==> config.mk <==
export PLATFORM = sky130hd
export DESIGN_NAME = complement_code_pipe_flat
export DESIGN_NICKNAME = d
export VERILOG_FILES = /design/src/rtl/complement_code_pkg.sv /design/src/rtl/complement_code_if.sv /design/src/rtl/complement_code_lane.sv /design/src/rtl/complement_code_pipe.sv /design/src/flat_wrapper.sv
export SDC_FILE = /design/constraint.sdc
export NUM_CORES = 1
export LEC_CHECK = 0
export CAP_MARGIN = 20
export CORE_UTILIZATION = 47
export CTS_BUF_LIST = sky130_fd_sc_hd__clkbuf_2 sky130_fd_sc_hd__clkbuf_4 sky130_fd_sc_hd__clkbuf_8
export CTS_CLUSTER_DIAMETER = 120
export DETAILED_ROUTE_END_ITERATION = 10
export PLACE_DENSITY = 0.76
export SYNTH_ARGS = -nofsm -noshare
export SYNTH_HDL_FRONTEND = slang
export SYNTH_HIERARCHICAL = 1
export SYNTH_SLANG_ARGS = --single-unit
==> constraint.sdc <==
create_clock -name clk1 -period 1.35 [get_ports clk1]
set_input_delay 0.27 -clock clk1 [delete_from_list [all_inputs] [get_ports clk1]]
set_output_delay 0.27 -clock clk1 [all_outputs]
set_load 0.02 [all_outputs]
==> src/rtl/complement_code_pkg.sv <==
// Shared definitions for the sign-magnitude <-> two's-complement converter.
//   MODE_SM2TC / MODE_TC2SM : per-beat conversion direction
//   lane_flags_t            : per-lane status flags produced alongside each converted lane
package complement_code_pkg;

  localparam logic MODE_SM2TC = 1'b0;
  localparam logic MODE_TC2SM = 1'b1;

  typedef struct packed {
    logic sat;
    logic negzero;
  } lane_flags_t;

endpackage

==> src/rtl/complement_code_if.sv <==
// Streaming bus for complement_code_pipe.
//   in_valid/in_ready/in_mode/in_data        : input beat handshake and payload
//   out_valid/out_ready/out_data/out_sat/... : output beat handshake, payload and lane flags
// slave is the converter side, master is the source/sink side.
interface complement_code_if #(
  parameter int unsigned WIDTH    = 8,
  parameter int unsigned CHANNELS = 2
);

  logic                      in_valid;
  logic                      in_ready;
  logic                      in_mode;
  logic [CHANNELS*WIDTH-1:0] in_data;
  logic                      out_valid;
  logic                      out_ready;
  logic [CHANNELS*WIDTH-1:0] out_data;
  logic [CHANNELS-1:0]       out_sat;
  logic [CHANNELS-1:0]       out_negzero;

  modport slave (
    input  in_valid, in_mode, in_data, out_ready,
    output in_ready, out_valid, out_data, out_sat, out_negzero
  );

  modport master (
    output in_valid, in_mode, in_data, out_ready,
    input  in_ready, out_valid, out_data, out_sat, out_negzero
  );

endinterface

==> src/rtl/complement_code_lane.sv <==
// Combinational single-lane converter.
//   x_i     : lane input (MSB is the sign bit in both encodings)
//   mode_i  : MODE_SM2TC or MODE_TC2SM
//   y_o     : converted lane
//   flags_o : sat (TC->SM of most-negative value), negzero (SM negative zero)
module complement_code_lane
  import complement_code_pkg::*;
#(
  parameter int unsigned WIDTH = 8
) (
  input  logic [WIDTH-1:0] x_i,
  input  logic             mode_i,
  output logic [WIDTH-1:0] y_o,
  output lane_flags_t      flags_o
);

  logic             sign;
  logic [WIDTH-2:0] mag;
  logic [WIDTH-1:0] neg;

  assign sign = x_i[WIDTH-1];
  assign mag  = x_i[WIDTH-2:0];

  always_comb begin
    y_o     = x_i;
    flags_o = '0;
    neg     = '0;
    if (sign) begin
      if (mode_i == MODE_SM2TC) begin
        // Negative zero naturally wraps to 0 after truncation.
        neg             = ~{1'b0, mag} + WIDTH'(1);
        y_o             = neg;
        flags_o.negzero = (mag == '0);
      end else begin
        neg = ~x_i + WIDTH'(1);
        if (mag == '0) begin
          // Most-negative TC value has no SM image; clamp to -(2^(W-1)-1).
          y_o         = '1;
          flags_o.sat = 1'b1;
        end else begin
          y_o = {1'b1, neg[WIDTH-2:0]};
        end
      end
    end
  end

endmodule

==> src/rtl/complement_code_pipe.sv <==
// Two-stage multi-lane sign-magnitude <-> two's-complement converter.
//   clk1, rst1 : clock and synchronous active-high reset
//   bus        : valid/ready input and output streams (slave modport)
//   cnt_clear  : synchronous clear of sat_count (wins over increment)
//   sat_count  : saturating count of transferred beats with any lane saturated
// S1 captures the raw beat and its mode; the lane converters sit between S1 and S2;
// S2 is the output register. Output appears two edges after the beat is presented.
module complement_code_pipe
  import complement_code_pkg::*;
#(
  parameter int unsigned WIDTH    = 8,
  parameter int unsigned CHANNELS = 2,
  parameter int unsigned CNT_W    = 8
) (
  input  logic             clk1,
  input  logic             rst1,
  complement_code_if.slave bus,
  input  logic             cnt_clear,
  output logic [CNT_W-1:0] sat_count
);

  localparam int unsigned DW = CHANNELS * WIDTH;

  logic          s1_valid_q, s1_valid_d;
  logic          s1_mode_q, s1_mode_d;
  logic [DW-1:0] s1_data_q, s1_data_d;

  logic                out_valid_q, out_valid_d;
  logic [DW-1:0]       out_data_q, out_data_d;
  logic [CHANNELS-1:0] out_sat_q, out_sat_d;
  logic [CHANNELS-1:0] out_negzero_q, out_negzero_d;

  logic [CNT_W-1:0] cnt_q, cnt_d;

  logic s1_load;
  logic s2_load;
  logic sat_inc;

  logic [DW-1:0]       conv_data;
  logic [CHANNELS-1:0] conv_sat;
  logic [CHANNELS-1:0] conv_negzero;

  for (genvar g = 0; g < CHANNELS; g++) begin : g_lane
    lane_flags_t flags;

    complement_code_lane #(
      .WIDTH (WIDTH)
    ) u_lane (
      .x_i     (s1_data_q[g*WIDTH +: WIDTH]),
      .mode_i  (s1_mode_q),
      .y_o     (conv_data[g*WIDTH +: WIDTH]),
      .flags_o (flags)
    );

    assign conv_sat[g]     = flags.sat;
    assign conv_negzero[g] = flags.negzero;
  end

  always_comb begin
    s2_load = !out_valid_q || bus.out_ready;
    s1_load = !s1_valid_q || s2_load;
    sat_inc = out_valid_q && bus.out_ready && (|out_sat_q);

    s1_valid_d    = s1_valid_q;
    s1_mode_d     = s1_mode_q;
    s1_data_d     = s1_data_q;
    out_valid_d   = out_valid_q;
    out_data_d    = out_data_q;
    out_sat_d     = out_sat_q;
    out_negzero_d = out_negzero_q;
    cnt_d         = cnt_q;

    if (s1_load) begin
      s1_valid_d = bus.in_valid;
      if (bus.in_valid) begin
        s1_mode_d = bus.in_mode;
        s1_data_d = bus.in_data;
      end
    end

    if (s2_load) begin
      out_valid_d = s1_valid_q;
      if (s1_valid_q) begin
        out_data_d    = conv_data;
        out_sat_d     = conv_sat;
        out_negzero_d = conv_negzero;
      end else begin
        // Flags only mean something alongside a beat.
        out_sat_d     = '0;
        out_negzero_d = '0;
      end
    end

    if (cnt_clear) begin
      cnt_d = '0;
    end else if (sat_inc && (cnt_q != '1)) begin
      cnt_d = cnt_q + CNT_W'(1);
    end
  end

  always_ff @(posedge clk1) begin
    if (rst1) begin
      s1_valid_q    <= 1'b0;
      s1_mode_q     <= MODE_SM2TC;
      s1_data_q     <= '0;
      out_valid_q   <= 1'b0;
      out_data_q    <= '0;
      out_sat_q     <= '0;
      out_negzero_q <= '0;
      cnt_q         <= '0;
    end else begin
      s1_valid_q    <= s1_valid_d;
      s1_mode_q     <= s1_mode_d;
      s1_data_q     <= s1_data_d;
      out_valid_q   <= out_valid_d;
      out_data_q    <= out_data_d;
      out_sat_q     <= out_sat_d;
      out_negzero_q <= out_negzero_d;
      cnt_q         <= cnt_d;
    end
  end

  assign bus.in_ready    = s1_load;
  assign bus.out_valid   = out_valid_q;
  assign bus.out_data    = out_data_q;
  assign bus.out_sat     = out_sat_q;
  assign bus.out_negzero = out_negzero_q;
  assign sat_count       = cnt_q;

endmodule

==> src/flat_wrapper.sv <==
// flat-port wrapper written by rule: the top's interface ports become plain ports
module complement_code_pipe_flat import complement_code_pkg::*;
#(
  parameter int unsigned WIDTH    = 8,
  parameter int unsigned CHANNELS = 2,
  parameter int unsigned CNT_W    = 8
)
  (clk1, rst1, cnt_clear, sat_count, bus_in_valid, bus_in_mode, bus_in_data, bus_out_ready, bus_in_ready, bus_out_valid, bus_out_data, bus_out_sat, bus_out_negzero);
  complement_code_if #(.WIDTH(WIDTH), .CHANNELS(CHANNELS)) bus_i ();
  input  logic clk1;
  input  logic rst1;
  input  logic cnt_clear;
  output logic [CNT_W-1:0] sat_count;
  input wire logic [$bits(bus_i.in_valid)-1:0] bus_in_valid;
  input wire logic [$bits(bus_i.in_mode)-1:0] bus_in_mode;
  input wire logic [$bits(bus_i.in_data)-1:0] bus_in_data;
  input wire logic [$bits(bus_i.out_ready)-1:0] bus_out_ready;
  output wire logic [$bits(bus_i.in_ready)-1:0] bus_in_ready;
  output wire logic [$bits(bus_i.out_valid)-1:0] bus_out_valid;
  output wire logic [$bits(bus_i.out_data)-1:0] bus_out_data;
  output wire logic [$bits(bus_i.out_sat)-1:0] bus_out_sat;
  output wire logic [$bits(bus_i.out_negzero)-1:0] bus_out_negzero;
  assign bus_i.in_valid = bus_in_valid;
  assign bus_i.in_mode = bus_in_mode;
  assign bus_i.in_data = bus_in_data;
  assign bus_i.out_ready = bus_out_ready;
  assign bus_in_ready = bus_i.in_ready;
  assign bus_out_valid = bus_i.out_valid;
  assign bus_out_data = bus_i.out_data;
  assign bus_out_sat = bus_i.out_sat;
  assign bus_out_negzero = bus_i.out_negzero;
  complement_code_pipe #(.WIDTH(WIDTH), .CHANNELS(CHANNELS), .CNT_W(CNT_W)) u_core (.clk1(clk1), .rst1(rst1), .bus(bus_i), .cnt_clear(cnt_clear), .sat_count(sat_count));
endmodule
==> impl_metrics.toml, run 1 <==
[sta]
worst-slew-pin-transition_ns = 0.511
clock.fmax_mhz = 634
setup_ws_ns = -0.227
drv_slew = 0
setup_tns_ns = -2.50
setup_violations = 19
period_share_pct = 117
skew_ns = 0.00722
rsz0062_at_grt = "true"
period_needed_ns = 1.58
slew_headroom_pct = 65.8
hold_viol_final = 0

[worst_setup_path]
crit_path_top_delay_cell = "or3b_4"
cp_data_arrival_time_ns = 1.82
worst-path-stages = 7
critical_path_buf_inv_count = 1
cp_cell_sequence = "inv_2 -> ha_4 -> or3b_4 -> nor3_4 -> and3_1 -> nand3_1 -> a21oi_1"
reg2reg_depth = 7
cp_top_family = "simple AND/OR/NAND/NOR gates"
end_kind = "register"
r2r-start = "u_core/s1_data_q[1]"
crit_fanout = 4
cp-start-kind = "register"
path_class = "reg -> reg"
critPathLaunch = "u_core/s1_data_q[1]"
crit_path_max_incr_delay_ns = 0.40
required_ns = 1.59

[drt]
drtPass1Iterations = 4
final_antenna_net_count = 0
num_vias = 2720
finalWirelength_microns = 6920
wl_per_cell_microns = 14.6
first_iter_violations = 163
drc = 0
avgViaCountPerCell = 5.74

[clock_tree]
holdBufCountCts = 0
clock-root-buffer = "clkbuf_8"
clockBufferDepth = 2
clock_sinks = 47
cts_tree = "done"
clock_latency_ns = 0.30
numCtsBuffers = 5
cts.clk_slew.worst_paths_ns = 0.09
htree_levels = 2

[yosys]
syn_inst = 310
synth_cell_type_count = 46
avgSynthCellArea_sq_um = 7.89
ys_seq_area_share_pct = 38.5
ys_warn_count = 6
ys_seq_elements = 47
syn_area_sq_mm = 0.00244
syn_nets = 335

[die]
die_y_microns = 74.1
rows = 25
die-area_sq_mm = 0.00549
io_pins = 52
coreArea_sq_mm = 0.00485
die_w_microns = 74.1
start_util_pct = 50.4

[placed_design]
hpwl_microns = 4720
gp_congestion = 0.910
portBuffers = 51

[min_path]
holdCritPathClass = "reg -> reg"
holdPathStages = 2
hp-start = "u_core/bus.out_negzero[1]"

[job]
maxCapViolations = 0

[power_and_ir_drop]
power_uw = 3000
power.density_mw_per_mm2 = 827
p_leak_uw = 0.00146
ir_worst_vdd_uv = 571

[outcome]
violations = "negative setup slack"
status = "complete, but fails checks"

[grt]
first_global_vias = 2447
antenna_found_initial = 0
grt_pass1_wl_microns = 11000
track_usage_pct = 25.6
grt_overflow = 0
grt_max_degree = 30

[layout]
nets = 431
layout_common_cells = "50 x buf_4, 42 x nand3_1, 37 x o21ai_0, 37 x dfxtp_1, 36 x a21oi_1"
antenna_cells = 0
final_common_cell = "buf_4"
final_layout_size_suffix_gt1_share_pct = 31.4
area_growth_pct = 48.5
## tightest hold or removal path: stages (launching register included)
cell and delay, ns:
dfxtp_1 0.31, nand2_1 0.05, a21oi_1 0.05
## power breakdown
group          switching (uW)  leakage, uW  total (uW)  internal (uW)
clock network             477    0.0000491         882            405
registers                37.5     0.000387        1470           1430
logic                     331      0.00102         648            317
## metrics by stage
step	util [%]	area (sq um)	std cells	worst slack [ns]	hold WS, ns
after floorplan	-	2490	310	-0.149	0.418
after global placement	70.1	3400	458	-0.603	0.445
after detailed placement	70.1	3400	458	-0.592	0.448
after CTS	72.4	3510	468	-0.205	0.456
after global routing	74.9	3630	474	-0.300	0.483
final	74.9	3630	474	-0.227	0.456
## synthesized netlist by cell type, drive strengths merged
master | instances | area, sq um
or3b | 2 | 22.5
a21oi | 50 | 250
o2111ai | 1 | 8.76
nor3b | 4 | 40.0
and3b | 1 | 8.76
nand4 | 1 | 6.26
o311ai | 2 | 17.5
a31oi | 7 | 43.8
nor4 | 3 | 31.3
a211oi | 5 | 37.5
inv | 13 | 51.3
nor2 | 10 | 37.5
and2 | 1 | 6.26
or4 | 2 | 15.0
or2 | 3 | 18.8
nand3b | 2 | 15.0
mux2i | 2 | 20.0
buf | 3 | 21.3
o31a | 1 | 8.76
a41oi | 1 | 8.76
and4 | 2 | 17.5
o211a | 3 | 30.0
nand2b | 1 | 6.26
nand3 | 42 | 210
o21ai | 44 | 220
ha | 3 | 37.5
clkbuf | 16 | 61.3
o211ai | 3 | 27.5
a31o | 2 | 17.5
or3 | 1 | 6.26
o2111a | 1 | 11.3
nor2b | 3 | 18.8
and3 | 4 | 25.0
nor3 | 4 | 42.5
nand4b | 1 | 8.76
nand2 | 17 | 63.8
dfxtp | 47 | 941
nor4b | 2 | 30.0
## repair_timing
action / CTS / global route
buffers inserted: 2 / 7
endpoints found under the hold margin: 0 / 0
pin swaps: 18 / 10
resized for setup: 51 / 47
endpoints found under the setup margin: 53 / 32
## kinds of logic (layout without fill, tap and decap cells)
group | count (synthesis) | count (layout) | synth area share [%]
flops | 47 | 47 | 38.5
mux | 2 | 2 | 0.819
fa+ha+maj | 3 | 3 | 1.54
buf+inv | 32 | 129 | 5.48
simple gates | 106 | 106 | 25.8
compound gates | 120 | 120 | 27.9
## final cells by class
cell class | instances | area (sq um)
clock inverter | 1 | 5.00
sequential | 47 | 956
multi-input combinational | 231 | 1530
timing repair buffer | 108 | 913
inverter | 13 | 55.1
fill | 386 | 1220
tap | 67 | 83.8
clock buffer | 7 | 83.8
## registers in the layout, indices dropped and copies added (netlist names)
name / count
u_core/bus.out_valid: 1
u_core/s1_data_q: 16
u_core/s1_mode_q: 1
u_core/bus.out_negzero: 2
u_core/bus.out_data: 16
u_core/sat_count: 8
u_core/s1_valid_q: 1
u_core/bus.out_sat: 2
## per-layer routing
layer	global-route usage [%]	part of all wire (%)
met5	0	0
met4	8.55	1.6
met3	4.74	5.2
met2	42.8	49
met1	33.2	44
## final timing paths
path	slack, ns	endpoint
worst max register to register	-0.23	u_core/bus.out_negzero[0]
worst min-delay path	0.46	u_core/bus.out_negzero[1]
worst max-delay path	-0.23	u_core/bus.out_negzero[0]
worst min register to register	0.46	u_core/bus.out_negzero[1]
Power figures use the tool's default switching activity.
==> run 2, diff against run 1 <==
--- a/config.mk
+++ b/config.mk
@@ -10,7 +10,7 @@
 export CTS_BUF_LIST = sky130_fd_sc_hd__clkbuf_2 sky130_fd_sc_hd__clkbuf_4 sky130_fd_sc_hd__clkbuf_8
 export CTS_CLUSTER_DIAMETER = 120
 export DETAILED_ROUTE_END_ITERATION = 10
-export PLACE_DENSITY = 0.76
+export PLACE_DENSITY = 0.81
 export SYNTH_ARGS = -nofsm -noshare
 export SYNTH_HDL_FRONTEND = slang
 export SYNTH_HIERARCHICAL = 1
==> run 2 against run 1 <==
Effect of this change:
- the run still ends with negative setup slack left
- sequential share of layout area shrank 0.30 points
- worst setup slack got worse by 0.017 ns
- hold slack gained 0.023 ns
- final area grew 1.4%
- wire length increased by 2.3%
- die area unchanged
- critical endpoint is now u_core/bus.out_data[1]
- highest routed layer unchanged
==> impl_metrics.toml, run 2 (same netlist as run 1, synthesis figures left out) <==
[outcome]
status = "complete, but fails checks"
violations = "negative setup slack"

[clock_tree]
htree_levels = 2
cts_tree = "done"
numCtsBuffers = 5
clock-root-buffer = "clkbuf_8"
clockBufferDepth = 2
clock_latency_ns = 0.30
holdBufCountCts = 0
cts.clk_slew.worst_paths_ns = 0.09
clock_sinks = 47

[layout]
stdcell_area_sq_mm = 0.00368
final_common_cell = "buf_4"
area_growth_pct = 50.6
final_layout_size_suffix_gt1_share_pct = 31.3
layout_common_cells = "47 x buf_4, 41 x nand3_1, 41 x a21oi_1"
antenna_cells = 0
nets = 427
fillers = 361

[sta]
clock.fmax_mhz = 627
period_share_pct = 118
period_needed_ns = 1.59
rsz0062_at_grt = "true"
skew_ns = 0.00878
setup_violations = 19
hold_viol_final = 0
setup_ws_ns = -0.244
drv_slew = 0
slew_headroom_pct = 64.3
worst-slew-pin-transition_ns = 0.534

[min_path]
holdCritPathClass = "reg -> reg"
holdPathStages = 2

[worst_setup_path]
crit_fanout = 4
required_ns = 1.59
cp-start-kind = "register"
cp_data_arrival_time_ns = 1.83
reg2reg_slack_ns = -0.24
path_class = "reg -> reg"
end_kind = "register"
reg2reg_depth = 9

[placed_design]
gp_congestion = 0.890
place_ws_ns = -0.594
portBuffers = 51
hpwl_microns = 4700
dpl_cell_area_sq_mm = 0.00339

[drt]
avgViaCountPerCell = 5.90
wl_per_cell_microns = 15.1
num_vias = 2771
first_iter_violations = 211
finalWirelength_microns = 7070
drc = 0
final_antenna_net_count = 0
drtPass1Iterations = 4

[power_and_ir_drop]
power.density_mw_per_mm2 = 916
p_seq_share_pct = 43.7
p_comb_share_pct = 19.8
power_uw = 3370
p_leak_uw = 0.00146
intPower_uw = 2520
switchingPower_uw = 851
clock_power_share_pct = 36.5
p_sw_share_pct = 25.3
ir_worst_vdd_uv = 701

[die]
coreArea_sq_mm = 0.00485
die_y_microns = 74.1
io_pins = 52
rows = 25
die-area_sq_mm = 0.00549
die_w_microns = 74.1
start_util_pct = 50.4

[grt]
grt_overflow = 0
grt_max_degree = 30
first_global_vias = 2430
antenna_found_initial = 0
grt_pass1_wl_microns = 11400
track_usage_pct = 26.7

[job]
maxCapViolations = 0
## run 2: cell types whose count changed in the layout (fill, tap and decap cells not counted), sizes merged
cell,change
buf,-5
clkbuf,-4
bufinv,+2
clkinv,-1
inv,+1
clkinvlp,-1
clkdlybuf4s15,+3
dlygate4sd2,+1
## run 2: path summary, 6_finish.rpt
| path | start | to |
|---|---|---|
| setup / recovery | u_core/s1_data_q[1] | u_core/bus.out_data[1] |
| hold / removal | u_core/bus.out_data[0] | u_core/bus.out_data[0] |
| setup reg to reg | u_core/s1_data_q[1] | u_core/bus.out_data[1] |
| hold reg to reg | u_core/bus.out_data[0] | u_core/bus.out_data[0] |
## run 2: stage by stage
stage | utilization [%] | TNS, ns | hold slack [ns] | instances
CTS | 73.9 | -2.45 | 0.475 | 467
global route | 75.9 | -4.60 | 0.507 | 470
finish | 75.9 | -3.13 | 0.479 | 470
floorplan | - | -1.21 | 0.418 | 310
detailed placement | 69.9 | -12.01 | 0.465 | 457
global placement | 69.9 | -10.98 | 0.456 | 457
## run 2: routing by layer
metal | GRT usage [%] | vias to the layer above | wire, microns
li1 | - | 1335 | -
met1 | 33.7 | 1301 | 2950
met4 | 9.19 | 0 | 134
met2 | 45.6 | 117 | 3560
met5 | 0 | - | 0
met3 | 5.28 | 18 | 433
## run 2: power by group through the flow
stage	Sequential, uW	Clock (uW)	Combinational (uW)
after floorplan	1540	0	273
after global placement	1500	0	546
after detailed placement	1500	0	559
after CTS	1470	1250	592
after global routing	1480	1320	719
final	1470	1230	667
## run 2: layout make-up
| class | instances | area, sq um | share of cell area, % |
|---|---|---|---|
| inverters | 13 | 51.3 | 1.39 |
| multi-input cells | 231 | 1540 | 41.9 |
| clock inverters | 2 | 60.1 | 1.63 |
| clock buffers | 6 | 76.3 | 2.07 |
| well taps | 67 | 83.8 | 2.28 |
| repair buffers | 104 | 910 | 24.7 |
| flip-flops and latches | 47 | 958 | 26.0 |
## run 2: critical path: stages, from the launching register on
cell and delay [ns]:
dfxtp_2 0.33, inv_2 0.06, ha_4 0.14, buf_6 0.09, nor3b_4 0.27, buf_4 0.17, a21oi_2 0.05, a21oi_2 0.17
nand3_1 0.11, a21oi_1 0.14
## run 2: repair_timing
| item | in CTS | in global routing |
|---|---|---|
| pin swaps | 19 | 14 |
| gates resized for setup | 65 | 28 |
| setup buffers | 2 | 3 |
| endpoints found under the setup margin | 53 | 33 |
==> run 3, diff against run 2 <==
--- a/config.mk
+++ b/config.mk
@@ -6,11 +6,12 @@
 export NUM_CORES = 1
 export LEC_CHECK = 0
 export CAP_MARGIN = 20
-export CORE_UTILIZATION = 47
+export CORE_ASPECT_RATIO = 0.8
+export CORE_UTILIZATION = 53
 export CTS_BUF_LIST = sky130_fd_sc_hd__clkbuf_2 sky130_fd_sc_hd__clkbuf_4 sky130_fd_sc_hd__clkbuf_8
 export CTS_CLUSTER_DIAMETER = 120
 export DETAILED_ROUTE_END_ITERATION = 10
-export PLACE_DENSITY = 0.81
+export PLACE_DENSITY = 0.86
 export SYNTH_ARGS = -nofsm -noshare
 export SYNTH_HDL_FRONTEND = slang
 export SYNTH_HIERARCHICAL = 1
==> constraint.sdc (replaced) <==
create_clock -name clk1 -period 1.5 [get_ports clk1]
set_input_delay 0.3 -clock clk1 [delete_from_list [all_inputs] [get_ports clk1]]
set_output_delay 0.3 -clock clk1 [all_outputs]
set_load 0.02 [all_outputs]
==> run 3 against run 2 <==
Effect of this change:
- the run still ends with negative setup slack left
- utilization increased by 3.3 points
- final area decreased by 7.2%
- global-route usage increased by 1.1 points
- count of clock-buffer cells in the layout increased by 1
- sequential share of layout area increased by 1.8 points
- first-iteration DRC count increased by 21%
- flip-flop and latch count unchanged
- critical path type unchanged
- largest cell class unchanged
==> impl_metrics.toml, run 3 (same netlist as run 1, synthesis figures left out) <==
[outcome]
status = "complete, but fails checks"
violations = "negative setup slack"

[worst_setup_path]
critical_path_buf_inv_count = 1
cp-start-kind = "register"
cp_data_arrival_time_ns = 1.84
cp_cell_sequence = "inv_2 -> ha_4 -> or3b_4 -> nor3_4 -> and3_1 -> nand3_1 -> a21oi_1"
crit_path_top_delay_cell = "or3b_4"
crit_path_max_incr_delay_ns = 0.40
cp_top_family = "simple AND/OR/NAND/NOR gates"
required_ns = 1.73
path_class = "reg -> reg"
crit_fanout = 4
end_kind = "register"

[placed_design]
gp_congestion = 0.905
hpwl_microns = 4510
portBuffers = 51
dpl_cell_area_sq_mm = 0.00324

[clock_tree]
clock-root-buffer = "clkbuf_8"
cts.clk_slew.worst_paths_ns = 0.09
htree_levels = 2
numCtsBuffers = 5
clockBufferDepth = 2
holdBufCountCts = 0
clock_latency_ns = 0.31
cts_tree = "done"
clock_sinks = 47

[layout]
layout_common_cells = "42 x nand3_1, 42 x a21oi_1, 40 x dfxtp_1"
area_growth_pct = 39.7
fillers = 334
nets = 407
antenna_cells = 0
final_layout_size_suffix_gt1_share_pct = 21.7
stdcell_area_sq_mm = 0.00341

[die]
start_util_pct = 56.7
rows = 21
io_pins = 52
die_y_microns = 62.8
die_w_microns = 77.9
die-area_sq_mm = 0.00489
coreArea_sq_mm = 0.00431

[sta]
clock.fmax_mhz = 625
skew_ns = 0.00499
setup_ws_ns = -0.101
period_share_pct = 107
period_needed_ns = 1.60
rsz0062_at_grt = "true"
slew_headroom_pct = 68.2
worst-slew-pin-transition_ns = 0.476
setup_violations = 7
hold_viol_final = 0
drv_slew = 0

[job]
maxCapViolations = 0

[drt]
first_iter_violations = 255
finalWirelength_microns = 6760
num_vias = 2684
drtPass1Iterations = 5
avgViaCountPerCell = 6.10
drc = 0
wl_per_cell_microns = 15.4
final_antenna_net_count = 0

[power_and_ir_drop]
ir_worst_vdd_uv = 505
p_comb_share_pct = 18.0
clock_power_share_pct = 34.4
intPower_uw = 2070
p_seq_share_pct = 47.6
p_leak_uw = 0.00138
p_sw_share_pct = 26.3
power.density_mw_per_mm2 = 822
power_uw = 2810
switchingPower_uw = 738

[grt]
antenna_found_initial = 0
grt_pass1_wl_microns = 10900
first_global_vias = 2322
grt_overflow = 0
track_usage_pct = 27.8
grt_max_degree = 40

[min_path]
holdCritPathClass = "reg -> reg"
## run 3: cell count changes in the layout (fill, tap and decap cells not counted), sizes merged
cell,delta
clkbuf,-1
clkdlybuf4s15,-6
bufinv,-1
dlygate4sd2,+10
buf,-22
## run 3: path summary, 6_finish.rpt
kind	from	endpoint	depth (start not counted)	slack, ns
min	u_core/bus.out_data[15]	u_core/bus.out_data[15]	2	0.48
min reg2reg	u_core/bus.out_data[15]	u_core/bus.out_data[15]	2	0.48
max	u_core/s1_data_q[0]	u_core/bus.out_negzero[0]	7	-0.10
max reg2reg	u_core/s1_data_q[0]	u_core/bus.out_negzero[0]	7	-0.10
## run 3: metrics by stage
step                hold slack [ns]  cells  util (%)  setup TNS (ns)  setup WS [ns]
floorplan                     0.448    310         -        -0.00946       -0.00359
global placement              0.457    431      75.3           -4.43         -0.485
detailed placement            0.470    431      75.3           -5.53         -0.482
CTS                           0.480    439      77.8          -0.174        -0.0702
global route                  0.507    440      79.2           -1.45         -0.163
finish                        0.484    440      79.2          -0.272         -0.101
## run 3: timing repair
| item | in CTS | in global routing |
|---|---|---|
| setup buffers | 0 | 1 |
| gates resized for setup | 42 | 18 |
| pin swaps | 6 | 11 |
| endpoints found under the setup margin | 44 | 20 |
## run 3: area by class of cell
type,instances,area (sq um),area share (%)
flip-flops and latches,47,952,27.9
clock buffers,7,83.8,2.46
inverters,13,51.3,1.50
well taps,57,71.3,2.09
repair buffers,84,761,22.3
clock inverters,1,30.0,0.879
multi-input cells,231,1470,42.9
## run 3: routing by layer
layer	global-route usage, %	share of wire, %
met5	0	0
met4	5.56	0.68
met3	6.57	6.4
met2	44.9	47
met1	38.0	45
## run 3: power by group through the flow
stage               sequential (uW)  clock [uW]  combinational [uW]
floorplan                      1380           0                 241
global placement               1360           0                 460
finish                         1340         964                 504
global route                   1340        1050                 545
CTS                            1330         979                 477
detailed placement             1360           0                 473
## run 3: worst reg2reg max path, delay by kind of cell, from the launching register on
kind	cells	cell delay [ns]
buffers and inverters	1	0.06
adders and majority gates	1	0.13
DFF	1	0.33
AOI/OAI and AO/OA	1	0.16
and+or+nand+nor	4	0.85
